File: src/rtl/serial_rb_loader.sv
// serial_rb_loader: deserialises addr+data frames from a gated serial port and
// writes each word into a register bank, verifying it by readback with retries.
module serial_rb_loader #(
    parameter int ADDR_W    = 3,
    parameter int DATA_W    = 18,
    parameter int NUM_WORDS = 8,
    parameter int MAX_RETRY = 2
) (
    input  logic              clk,
    input  logic              rst,
    input  logic              sen,
    input  logic              sd,
    input  logic [DATA_W-1:0] rb_q,
    output logic              rb_rw,
    output logic [ADDR_W-1:0] rb_a,
    output logic [DATA_W-1:0] rb_d,
    output logic              done,
    output logic              err,
    output logic              frm_err,
    output logic              ovr
);
    localparam int F  = ADDR_W + DATA_W;
    localparam int BW = $clog2(F);
    localparam int WW = $clog2(NUM_WORDS + 1);
    localparam int RW = MAX_RETRY > 0 ? $clog2(MAX_RETRY + 1) : 1;

    typedef enum logic [2:0] {IDLE, WRITE, READ, CHECK, DONE} state_t;

    state_t            state_q, state_d;
    logic [F-2:0]      sh_q, sh_d;
    logic [BW-1:0]     bit_cnt_q, bit_cnt_d;
    logic [WW-1:0]     wc_q, wc_d;
    logic [RW-1:0]     retry_q, retry_d;
    logic [ADDR_W-1:0] addr_q, addr_d;
    logic [DATA_W-1:0] data_q, data_d;
    logic              err_q, err_d, frm_err_q, frm_err_d, ovr_q, ovr_d;
    logic [F-1:0]      frame;
    logic              rx_on, frame_ok, chk, match, give_up, last;

    // the frame is assembled from the shift register plus the bit sampled on this edge
    always_comb begin
        frame    = {sh_q, sd};
        rx_on    = state_q != DONE;
        frame_ok = rx_on && !sen && bit_cnt_q == BW'(F - 1);
        chk      = state_q == CHECK;
        match    = rb_q == data_q;
        give_up  = !match && retry_q == RW'(MAX_RETRY);
        last     = wc_q == WW'(NUM_WORDS - 1);
    end

    always_ff @(posedge clk or posedge rst) begin
        if (rst) state_q <= IDLE;
        else state_q <= state_d;
    end

    always_comb begin
        state_d = state_q;
        case (state_q)
            IDLE:    state_d = frame_ok ? WRITE : IDLE;
            WRITE:   state_d = READ;
            READ:    state_d = CHECK;
            CHECK:   state_d = (match || give_up) ? (last ? DONE : IDLE) : WRITE;
            default: state_d = state_q;
        endcase
    end

    always_comb begin
        sh_d      = (rx_on && !sen) ? frame[F-2:0] : sh_q;
        bit_cnt_d = !rx_on ? bit_cnt_q : (sen || frame_ok) ? '0 : bit_cnt_q + 1'b1;
        frm_err_d = frm_err_q | (rx_on && sen && bit_cnt_q != '0);
        ovr_d     = ovr_q | (frame_ok && state_q != IDLE);
        addr_d    = (frame_ok && state_q == IDLE) ? frame[F-1:DATA_W] : addr_q;
        data_d    = (frame_ok && state_q == IDLE) ? frame[DATA_W-1:0] : data_q;
        retry_d   = !chk ? retry_q : (match || give_up) ? '0 : retry_q + 1'b1;
        wc_d      = (chk && (match || give_up)) ? wc_q + 1'b1 : wc_q;
        err_d     = err_q | (chk && give_up);
    end

    always_ff @(posedge clk or posedge rst) begin
        if (rst) begin
            sh_q      <= '0;
            bit_cnt_q <= '0;
            wc_q      <= '0;
            retry_q   <= '0;
            addr_q    <= '0;
            data_q    <= '0;
            err_q     <= 1'b0;
            frm_err_q <= 1'b0;
            ovr_q     <= 1'b0;
        end else begin
            sh_q      <= sh_d;
            bit_cnt_q <= bit_cnt_d;
            wc_q      <= wc_d;
            retry_q   <= retry_d;
            addr_q    <= addr_d;
            data_q    <= data_d;
            err_q     <= err_d;
            frm_err_q <= frm_err_d;
            ovr_q     <= ovr_d;
        end
    end

    always_comb begin
        rb_rw   = state_q != WRITE;
        done    = state_q == DONE;
        rb_a    = addr_q;
        rb_d    = data_q;
        err     = err_q;
        frm_err = frm_err_q;
        ovr     = ovr_q;
    end
endmodule

File: config.mk
export PLATFORM = sky130hd
export DESIGN_NAME = serial_rb_loader
export DESIGN_NICKNAME = d
export VERILOG_FILES = /design/src/rtl/serial_rb_loader.sv
export SDC_FILE = /design/constraint.sdc
export NUM_CORES = 1
export LEC_CHECK = 0
export ABC_AREA = 1
export CAP_MARGIN = 20
export CELL_PAD_IN_SITES_DETAIL_PLACEMENT = 1
export CELL_PAD_IN_SITES_GLOBAL_PLACEMENT = 1
export CORE_ASPECT_RATIO = 2
export CORE_MARGIN = 2
export CORE_UTILIZATION = 39
export DETAILED_ROUTE_END_ITERATION = 10
export PLACE_DENSITY_LB_ADDON = 0.1
export SLEW_MARGIN = 40
export SYNTH_ARGS = -nofsm -noshare
export SYNTH_HDL_FRONTEND = slang
export SYNTH_SLANG_ARGS = --single-unit
File: constraint.sdc
create_clock -name clk -period 2.3 [get_ports clk]
set_clock_uncertainty 0.2 [all_clocks]
set_input_delay 0.575 -clock clk [delete_from_list [all_inputs] [get_ports clk]]
set_output_delay 0.575 -clock clk [all_outputs]
set_load 0.01 [all_outputs]
==> reports/qor.txt, run 1 <==
CTS tree - yes
layout cells sized above 1 - 12.35%
Max Fanout on Critical Path - 4
total DRC errors in the routed layout - 0
GRT overflow - 0
Hold Vio Cnt, Final - 0
synthesis warning total - 0
Synth area leader - dfrtp_1
Syn Area/Cell - 8.247 um2
Layout area overhead - 30.91%
CTS H-tree lvls - 3
Die H - 124.8 um
total placed cells including tap cells - 480
arrival time worst endpoint - 1.46 ns
area of the multi-input gates - 0.001097 mm2
Pins Over Slew Limit - 0
pre-CTS setup slack - -0.2396 ns
Cell Area, Placed - 0.003426 mm2
syn_nets - 371
first-pass GRT wire length - 11510 um
share of the synthesized area in the top cell type - 51.01%
# nets final - 426
sequential area share after synthesis - 51.01%
Final period util - 97.23%
Least-Margin Pin Slew - 0.6641 ns
initial core utilization - 39.76%
num rows - 44
Max Root-Sink Buffers - 2
drt via density - 4.650
DP HPWL - 4740 um
Setup crit start kind - flip-flop
Yosys reg bits - 58
peak supply drop - 0.0006468 V
synthesized instance count - 345
Worst-Skew Late Latency - 0.32 ns
# port buffers - 47
Max transition margin - 55.56%
Clock transition at path regs - 0.05 ns
Async SR Flop Fraction - 100.0%
# IOs - 48
final cell count without fillers - 497
RSZ-0062 raised after global routing - false
Max-Cap Viols - 0
DR iter-0 viols - 68
fill count - 877
Synth top cells by count - nand2_1, inv_1, dfrtp_1
Main synth FF type - dfrtp_1
GRT Total Usage - 18.50%
largest net degree at the start of global routing - 59
EDFF count, synth - 0
Lkg Pwr - 0.001791 uW
P per Cell Area - 714.0 mW/mm2
Routed WL - 6489 um
Final Instance Area - 0.003725 mm2
Final GP Congestion - 0.7681
antenna violations before repair - 0
cts hold-fix bufs - 0
WP data required - 1.52 ns
worst min path class - reg -> reg
status - finished, final reports clean
post-synthesis cell area - 0.002845 mm2
synth top area cells - dfrtp_1, nand2_1, inv_1, o21ai_2, o21ai_0
Tmin final - 2.236 ns
n_diodes - 0
die width - 64.40 um
Fmax - 447.1 MHz
CTS Root Cell - clkbuf_16
setup violators final - 0
clock sink count - 58
wire length per cell - 13.06 um
Num CTS Buffers - 9
Antenna Nets Post-Route - 0
post-route worst setup slack - 0.06360 ns
Netlist cell types - 23
CP endpoint kind - output port
die area - 0.008036 mm2
count leader, synth - nand2_1
CP Class - reg -> out
Seq. cell area - 0.001453 mm2
vias - 2311
vias in the first global route - 2518
Pre-antenna DRT Iters - 6
core footprint - 0.007157 mm2
-- worst paths after layout --
path	cells after the start	end	slack, ns	from
max reg2reg	8	rb_d[8]	0.44	bit_cnt_q[0]
max	3	rb_rw	0.06	state_q[0]
min in group asynchronous	3	sh_q[10]	0.44	rst
max in group asynchronous	3	state_q[2]	1.19	rst
min	1	frm_err	0.27	frm_err
min reg2reg	1	frm_err	0.27	frm_err
-- metal layers --
layer	up-vias	global-route usage, %	routed length (um)
li1	1166	-	-
met1	1098	20.98	2629
met2	38	32.48	3545
met3	9	4.426	208
met4	0	7.509	106
met5	-	0	0
-- state kept, by name, summed over array words and instances (netlist names) --
| register | cells |
|---|---|
| frm_err | 1 |
| state_q | 3 |
| bit_cnt_q | 5 |
| rb_a | 3 |
| err | 1 |
| ovr | 1 |
| rb_d | 18 |
| retry_q | 2 |
| sh_q | 20 |
| wc_q | 4 |
-- cells by family after synthesis --
logic type | count (synthesis) | synth area share [%]
XOR/XNOR | 7 | 2.155
adder cells (fa/ha/maj) | 4 | 1.759
AND/OR/NAND/NOR | 154 | 22.47
buffers and inverters | 71 | 10.69
AO/OA/AOI/OAI | 51 | 11.92
flip-flops | 58 | 51.01
-- cell usage in the layout (no fill, tap or decap), types with 4 or more instances in the layout --
cell type | netlist | final
nand2_1 | 104 | 103
inv_1 | 60 | 59
dfrtp_1 | 58 | 57
clkdlybuf4s50_1 | 0 | 46
nor2_1 | 28 | 28
o21ai_0 | 24 | 24
o21ai_2 | 20 | 20
nand3_1 | 11 | 11
clkbuf_16 | 0 | 9
buf_4 | 0 | 5
xnor2_1 | 4 | 4
a21oi_1 | 4 | 4
ha_1 | 4 | 4
-- critical path, stage by stage, from the launching register on --
cell	delay, ns
dfrtp_1	0.39
buf_4	0.15
nand3_1	0.07
clkdlybuf4s50_1	0.53
-- layout make-up --
class	instances	area share (%)
Sequential cell	58	39.00
Multi-Input combinational cell	216	29.46
Timing Repair Buffer	54	14.68
Clock buffer	14	7.356
Inverter	61	6.147
Tap cell	92	3.090
Clock inverter	2	0.2687
-- metrics by stage --
stage | power [uW] | TNS, ns | hold WS, ns | utilization, %
2_1_floorplan | 1334 | 0 | 0.2419 | -
3_3_place_gp | 1424 | -0.5592 | 0.2540 | 47.87
3_5_place_dp | 1445 | -1.233 | 0.2700 | 47.87
4_1_cts | 2705 | 0 | 0.2806 | 51.94
5_1_grt | 2793 | 0 | 0.2929 | 52.05
6_report | 2659 | 0 | 0.2712 | 52.05
-- report_power, final --
part	internal, uW	switching [uW]
logic	112	164
clock network	811	419
registers	1100	53.5
-- what timing repair did --
| action | CTS | global route |
|---|---|---|
| pin swaps | 1 | 0 |
| endpoints found under the setup margin | 2 | 5 |
| resized for setup | 2 | 2 |
| buffers inserted | 1 | 0 |
Note: power is estimated with default switching activity, not from simulation.
==> run 2: changes to the inputs <==
Settings changed: MAX_ROUTING_LAYER from default to met4.
==> run 2 against run 1 <==
  * Count of clock-buffer cells in the layout stayed put
  * Clock power barely moved
  * Sequential power hardly changed
  * Total power is essentially flat
  * First-iteration DRC count is 21% higher
  * Register-to-register slack about the same
  * Via count fell by 0.39%
  * Cell count stayed put
  * Die area unchanged
  * Combinational power about the same
  * Critical endpoint unchanged
==> reports/qor.txt, run 2 (synthesis gave the netlist of run 1 again) <==
WP data required - 1.52 ns (about the same)
Clock transition at path regs - 0.05 ns (about the same)
Critical R2R Launch - bit_cnt_q[0]
Num CTS Buffers - 9 (unchanged)
num rows - 44 (unchanged)
Pint - 2023 uW (about the same)
total placed cells including tap cells - 480 (unchanged)
wire length per cell - 13.03 um (-0.17%)
CP delay by family, top - buffers and inverters
P per Cell Area - 714.0 mW/mm2 (about the same)
setup violators final - 0 (unchanged)
crit path buf inv count - 2 (unchanged)
# nets final - 426 (unchanged)
Critical Path Sink - rb_rw
largest net degree at the start of global routing - 59 (unchanged)
status - finished, final reports clean
Pins Over Slew Limit - 0 (unchanged)
Reg2Reg Setup Slack - 0.44 ns (about the same)
Cell Area, Placed - 0.003426 mm2 (unchanged)
CTS tree - yes
CP max stage delay - 0.53 ns (about the same)
die area - 0.008036 mm2 (unchanged)
CP Class - reg -> out
Least-Margin Pin Slew - 0.6693 ns (+0.005234 ns)
DP HPWL - 4740 um (unchanged)
Routed WL - 6478 um (-0.17%)
max reg flops - 20 (unchanged)
peak supply drop - 0.0006468 V (about the same)
Hold Vio Cnt, Final - 0 (unchanged)
initial core utilization - 39.76% (unchanged)
Antenna Nets Post-Route - 0 (unchanged)
vias in the first global route - 2531 (+0.52%)
worst hold margin - 0.2712 ns (unchanged)
Pre-antenna DRT Iters - 6 (unchanged)
RSZ-0062 raised after global routing - false
critical path depth - 3 (unchanged)
die width - 64.40 um (unchanged)
antenna violations before repair - 0 (unchanged)
Die H - 124.8 um (unchanged)
n_diodes - 0 (unchanged)
pre-CTS setup slack - -0.2396 ns (unchanged)
CTS H-tree lvls - 3 (unchanged)
Tmin final - 2.236 ns (-0.0001672 ns)
CTS Root Cell - clkbuf_16
DR iter-0 viols - 82 (+21%)
Layout area overhead - 30.91% (unchanged)
total DRC errors in the routed layout - 0 (unchanged)
Flop pwr share - 43.4% (about the same)
Comb power frac - 10.4% (about the same)
crit path from - state_q[0]
Lkg Pwr - 0.001791 uW (unchanged)
Fmax - 447.2 MHz (about the same)
layout cells sized above 1 - 12.35% (unchanged)
worst min path class - reg -> reg
# IOs - 48 (unchanged)
Crit-path slowest cell - clkdlybuf4s50_1
Largest Register - sh_q
core footprint - 0.007157 mm2 (unchanged)
final cell count without fillers - 497 (unchanged)
Worst-Skew Late Latency - 0.32 ns (about the same)
first-pass GRT wire length - 11510 um (unchanged)
drt via density - 4.632 (-0.39%)
vias - 2302 (-0.39%)
Final Instance Area - 0.003725 mm2 (unchanged)
critical-path cell list - buf_4, nand3_1, clkdlybuf4s50_1
leading cell type in the layout, fill and taps excluded - nand2_1
GRT overflow - 0 (unchanged)
Final period util - 97.23% (about the same)
Final GP Congestion - 0.7784 (+1.3%)
switching share of total power - 23.94% (about the same)
# port buffers - 47 (unchanged)
Setup crit start kind - flip-flop
arrival time worst endpoint - 1.46 ns (about the same)
Max transition margin - 55.21% (-0.35 points)
commonest non-fill, non-tap cells in the layout - nand2_1, inv_1, dfrtp_1, clkdlybuf4s50_1, nor2_1
NetSw - 636.7 uW (about the same)
Max-Cap Viols - 0 (unchanged)
post-route worst setup slack - 0.06377 ns (+0.0001672 ns)
Clock power frac - 46.3% (about the same)
clock sink count - 58 (unchanged)
Max Fanout on Critical Path - 4 (unchanged)
CP endpoint kind - output port
GRT Total Usage - 18.97% (+0.47 points)
R2R cell count - 8 (unchanged)
Max Root-Sink Buffers - 2 (unchanged)
Critical R2R Capture - rb_d[8]
utilization after layout - 52.05% (unchanged)
-- run 2: cell counts in the layout (fill, tap and decap cells not counted) --
No cell type changed its count.
-- run 2: final cells by class --
| cell class | instances | area (um2) |
|---|---|---|
| timing repair buffer | 54 | 546.8 |
| tap | 92 | 115.1 |
| clock inverter | 2 | 10.01 |
| clock buffer | 14 | 274.0 |
| fill | 877 | 3432 |
| sequential | 58 | 1453 |
| multi-input combinational | 216 | 1097 |
| inverter | 61 | 229.0 |
-- run 2: worst reg2reg max path, stage by stage (launching register included) --
cell	delay, ns
dfrtp_1	0.41
inv_1	0.09
ha_1	0.17
nand4_1	0.24
nor2_8	0.20
nand2_4	0.07
buf_12	0.18
nand2_1	0.11
o21ai_2	0.06
-- run 2: how the worst min path moves through the flow --
stage	startpoint	endpoint	slack, ns	cells past startpoint
after CTS	frm_err	frm_err	0.28	1
after floorplan	wc_q[3]	wc_q[3]	0.24	2
after detailed placement	wc_q[3]	wc_q[3]	0.27	2
after global routing	frm_err	frm_err	0.29	1
after global placement	frm_err	frm_err	0.25	1
final	frm_err	frm_err	0.27	1
-- run 2: power groups by stage --
stage	clock [uW]	sequential [uW]	combinational, uW
global placement	0	1160	264
CTS	1270	1150	284
detailed placement	0	1170	278
global route	1310	1160	325
finish	1230	1150	275
floorplan	0	1150	182
-- run 2: what timing repair did --
item / 4_1_cts / 5_1_grt
gates cloned: 0 / 0
endpoints found under the setup margin: 2 / 5
hold endpoints to repair: 0 / 0
gates resized for setup: 2 / 2
setup buffers: 1 / 0
hold buffers: 0 / 0
pin swaps: 1 / 0
-- run 2: metrics by stage --
stage | TNS [ns] | total power, uW
floorplan | 0 | 1334
global placement | -0.5592 | 1424
detailed placement | -1.233 | 1445
CTS | 0 | 2705
global route | 0 | 2793
finish | 0 | 2660
-- run 2: routing by layer --
metal,vias up,track usage (%),routed length (um)
met3,7,4.426,206
li1,1165,-,-
met4,0,7.509,93
met5,-,-,0
met1,1093,20.69,2609
met2,37,32.66,3569
==> run 3: changes to the inputs <==
Settings changed: CORE_MARGIN 2 to 1.
==> run 3 against run 2 <==
  * Cell count grew 0.20%
  * Clock power rose by 28%
  * Die area is 4.7% lower
  * Non-clock buffer count is 3 higher
  * Worst setup slack improved by 0.058 ns
  * Critical endpoint is now done
  * Largest power group unchanged
  * Total power is 13% higher
  * Register-to-register slack lost 0.03 ns
  * First-iteration DRC count decreased by 1.2%
  * Utilization rose by 2.6 points
  * Cell area is 2.7% higher
  * Global-route usage increased by 1.9 points
  * Highest routed layer unchanged
==> reports/qor.txt, run 3 (synthesis gave the netlist of run 1 again) <==
CP endpoint kind - output port
worst min path class - reg -> reg
# port buffers - 47 (unchanged)
DR iter-0 viols - 81 (-1.2%)
total DRC errors in the routed layout - 0 (unchanged)
vias in the first global route - 2569 (+1.5%)
cts hold-fix bufs - 0 (unchanged)
die area - 0.007661 mm2 (-4.7%)
# nets final - 429 (+0.70%)
setup violators final - 0 (unchanged)
highest metal used - met4
Layout area overhead - 34.39%
routed wl met2 - 3792 um (+6.2%)
n_diodes - 0 (unchanged)
Fmax - 459.1 MHz (+2.7%)
final cell count without fillers - 498 (+0.20%)
wire length per cell - 13.63 um (+4.6%)
layout cells sized above 1 - 13.48% (+1.1 points)
leading cell type in the layout, fill and taps excluded - nand2_1
CTS tree - yes
DP HPWL - 4920 um (+3.8%)
Max-Cap Viols - 0 (unchanged)
WP data required - 1.52 ns (about the same)
commonest non-fill, non-tap cells in the layout - nand2_1, inv_1, dfrtp_1, clkdlybuf4s50_1, nor2_1
Final GP Congestion - 0.7209 (-7.4%)
largest net degree at the start of global routing - 32 (-46%)
NetSw - 674.4 uW (+5.9%)
initial core utilization - 40.68% (+0.92 points)
TNS Setup - 0 ns (unchanged)
max reg flops - 20 (unchanged)
GRT Total Usage - 20.82% (+1.9 points)
total placed cells including tap cells - 480 (unchanged)
clock sink count - 58 (unchanged)
vias - 2365 (+2.7%)
antenna violations before repair - 0 (unchanged)
met3 wire len - 201 um (-2.4%)
Critical R2R Launch - state_q[1]
switching share of total power - 22.47% (-1.5 points)
Largest Register - sh_q
Reg2Reg Setup Slack - 0.41 ns (-0.03 ns)
Setup crit start kind - flip-flop
Clock transition at path regs - 0.05 ns (about the same)
Least-Margin Pin Slew - 0.6610 ns (-0.008330 ns)
Max Fanout on Critical Path - 8 (+4)
arrival time worst endpoint - 1.40 ns (-0.06 ns)
Pins Over Slew Limit - 0 (unchanged)
CP Class - reg -> out
Worst-Skew Late Latency - 0.33 ns (about the same)
drt via density - 4.749 (+2.5%)
P per Cell Area - 784.9 mW/mm2 (+9.9%)
Lkg Pwr - 0.001842 uW (+2.9%)
Metal-1 WL - 2538 um (-2.7%)
GRT overflow - 0 (unchanged)
core footprint - 0.006994 mm2 (-2.3%)
Max transition margin - 55.77% (+0.56 points)
Flop pwr share - 38.3% (-5.1 points)
Pre-antenna DRT Iters - 4 (-2)
Routed WL - 6790 um (+4.8%)
Tmin final - 2.178 ns (-0.05804 ns)
Num CTS Buffers - 9 (unchanged)
peak supply drop - 0.0005008 V (-23%)
R2R cell count - 10 (+2)
Hold Vio Cnt, Final - 0 (unchanged)
crit path from - state_q[1]
status - finished, final reports clean
Clock power frac - 52.3% (+6.0 points)
RSZ-0062 raised after global routing - false
Max Root-Sink Buffers - 2 (unchanged)
CTS H-tree lvls - 3 (unchanged)
Comb power frac - 9.4% (-1.0 points)
utilization after layout - 54.67% (+2.6 points)
first-pass GRT wire length - 11620 um (+0.96%)
Pint - 2327 uW (+15%)
Final period util - 94.70% (-2.5 points)
die width - 62.40 um (-3.1%)
num rows - 43 (-2.3%)
CTS Root Cell - clkbuf_16
Critical R2R Capture - state_q[0]
# IOs - 48 (unchanged)
Antenna Nets Post-Route - 0 (unchanged)
Die H - 122.8 um (-1.6%)
Critical Path Sink - done
[run 3: changes by cell type in the layout (fill, tap and decap cells not counted), sizes merged]
cell,change
dlymetal6s2s,+1
clkbuf,-3
bufinv,+3
buf,+3
clkdlybuf4s50,-1
[run 3: area by class of cell]
class	instances	area, um2
multi-input cells	216	1092
clock buffers	11	252.7
well taps	90	112.6
clock inverters	5	100.1
fillers	838	3171
repair buffers	57	584.3
inverters	61	229.0
flip-flops and latches	58	1453
[run 3: through the flow]
| stage | hold WS [ns] | total power, uW | cell area, um2 | setup WS, ns |
|---|---|---|---|---|
| after floorplan | 0.2419 | 1334 | 2845 | 0.09701 |
| after global placement | 0.2602 | 1433 | 3451 | -0.1076 |
| after detailed placement | 0.2738 | 1453 | 3451 | -0.2115 |
| after CTS | 0.2856 | 3044 | 3819 | 0.02333 |
| after global routing | 0.3143 | 3132 | 3824 | 0.01125 |
| final | 0.2823 | 3001 | 3824 | 0.1218 |
[run 3: timing repair]
item                       in CTS  in global routing
buffers inserted                2                  0
setup endpoints to repair       2                  5
resized for setup               2                  2
pin swaps                       1                  0
gates cloned                    0                  0
[run 3: worst min path at each step]
stage,start,to,slack [ns],depth (start not counted)
after floorplan,wc_q[3],wc_q[3],0.24,2
after CTS,frm_err,frm_err,0.29,1
after global routing,frm_err,frm_err,0.31,1
after detailed placement,frm_err,frm_err,0.27,1
final,sh_q[2],sh_q[2],0.28,2
after global placement,wc_q[3],wc_q[3],0.26,2
[run 3: power by group through the flow]
stage,registers [uW],logic (uW),clock network [uW]
2_1_floorplan,1150,182,0
3_3_place_gp,1160,272,0
3_5_place_dp,1160,288,0
4_1_cts,1150,293,1600
5_1_grt,1160,333,1640
6_report,1150,283,1570
[run 3: worst max-delay path, cell delays in order, from the launching register on]
cell           delay, ns
dfrtp_1             0.41
nor2_2              0.20
nand2_4             0.12
inv_2               0.09
dlygate4sd2_1       0.26
[run 3: per-layer routing]
layer,global-route usage (%),up-vias
li1,-,1168
met1,19.16,1141
met2,38.74,41
met3,4.647,15
met4,12.21,0
met5,-,-
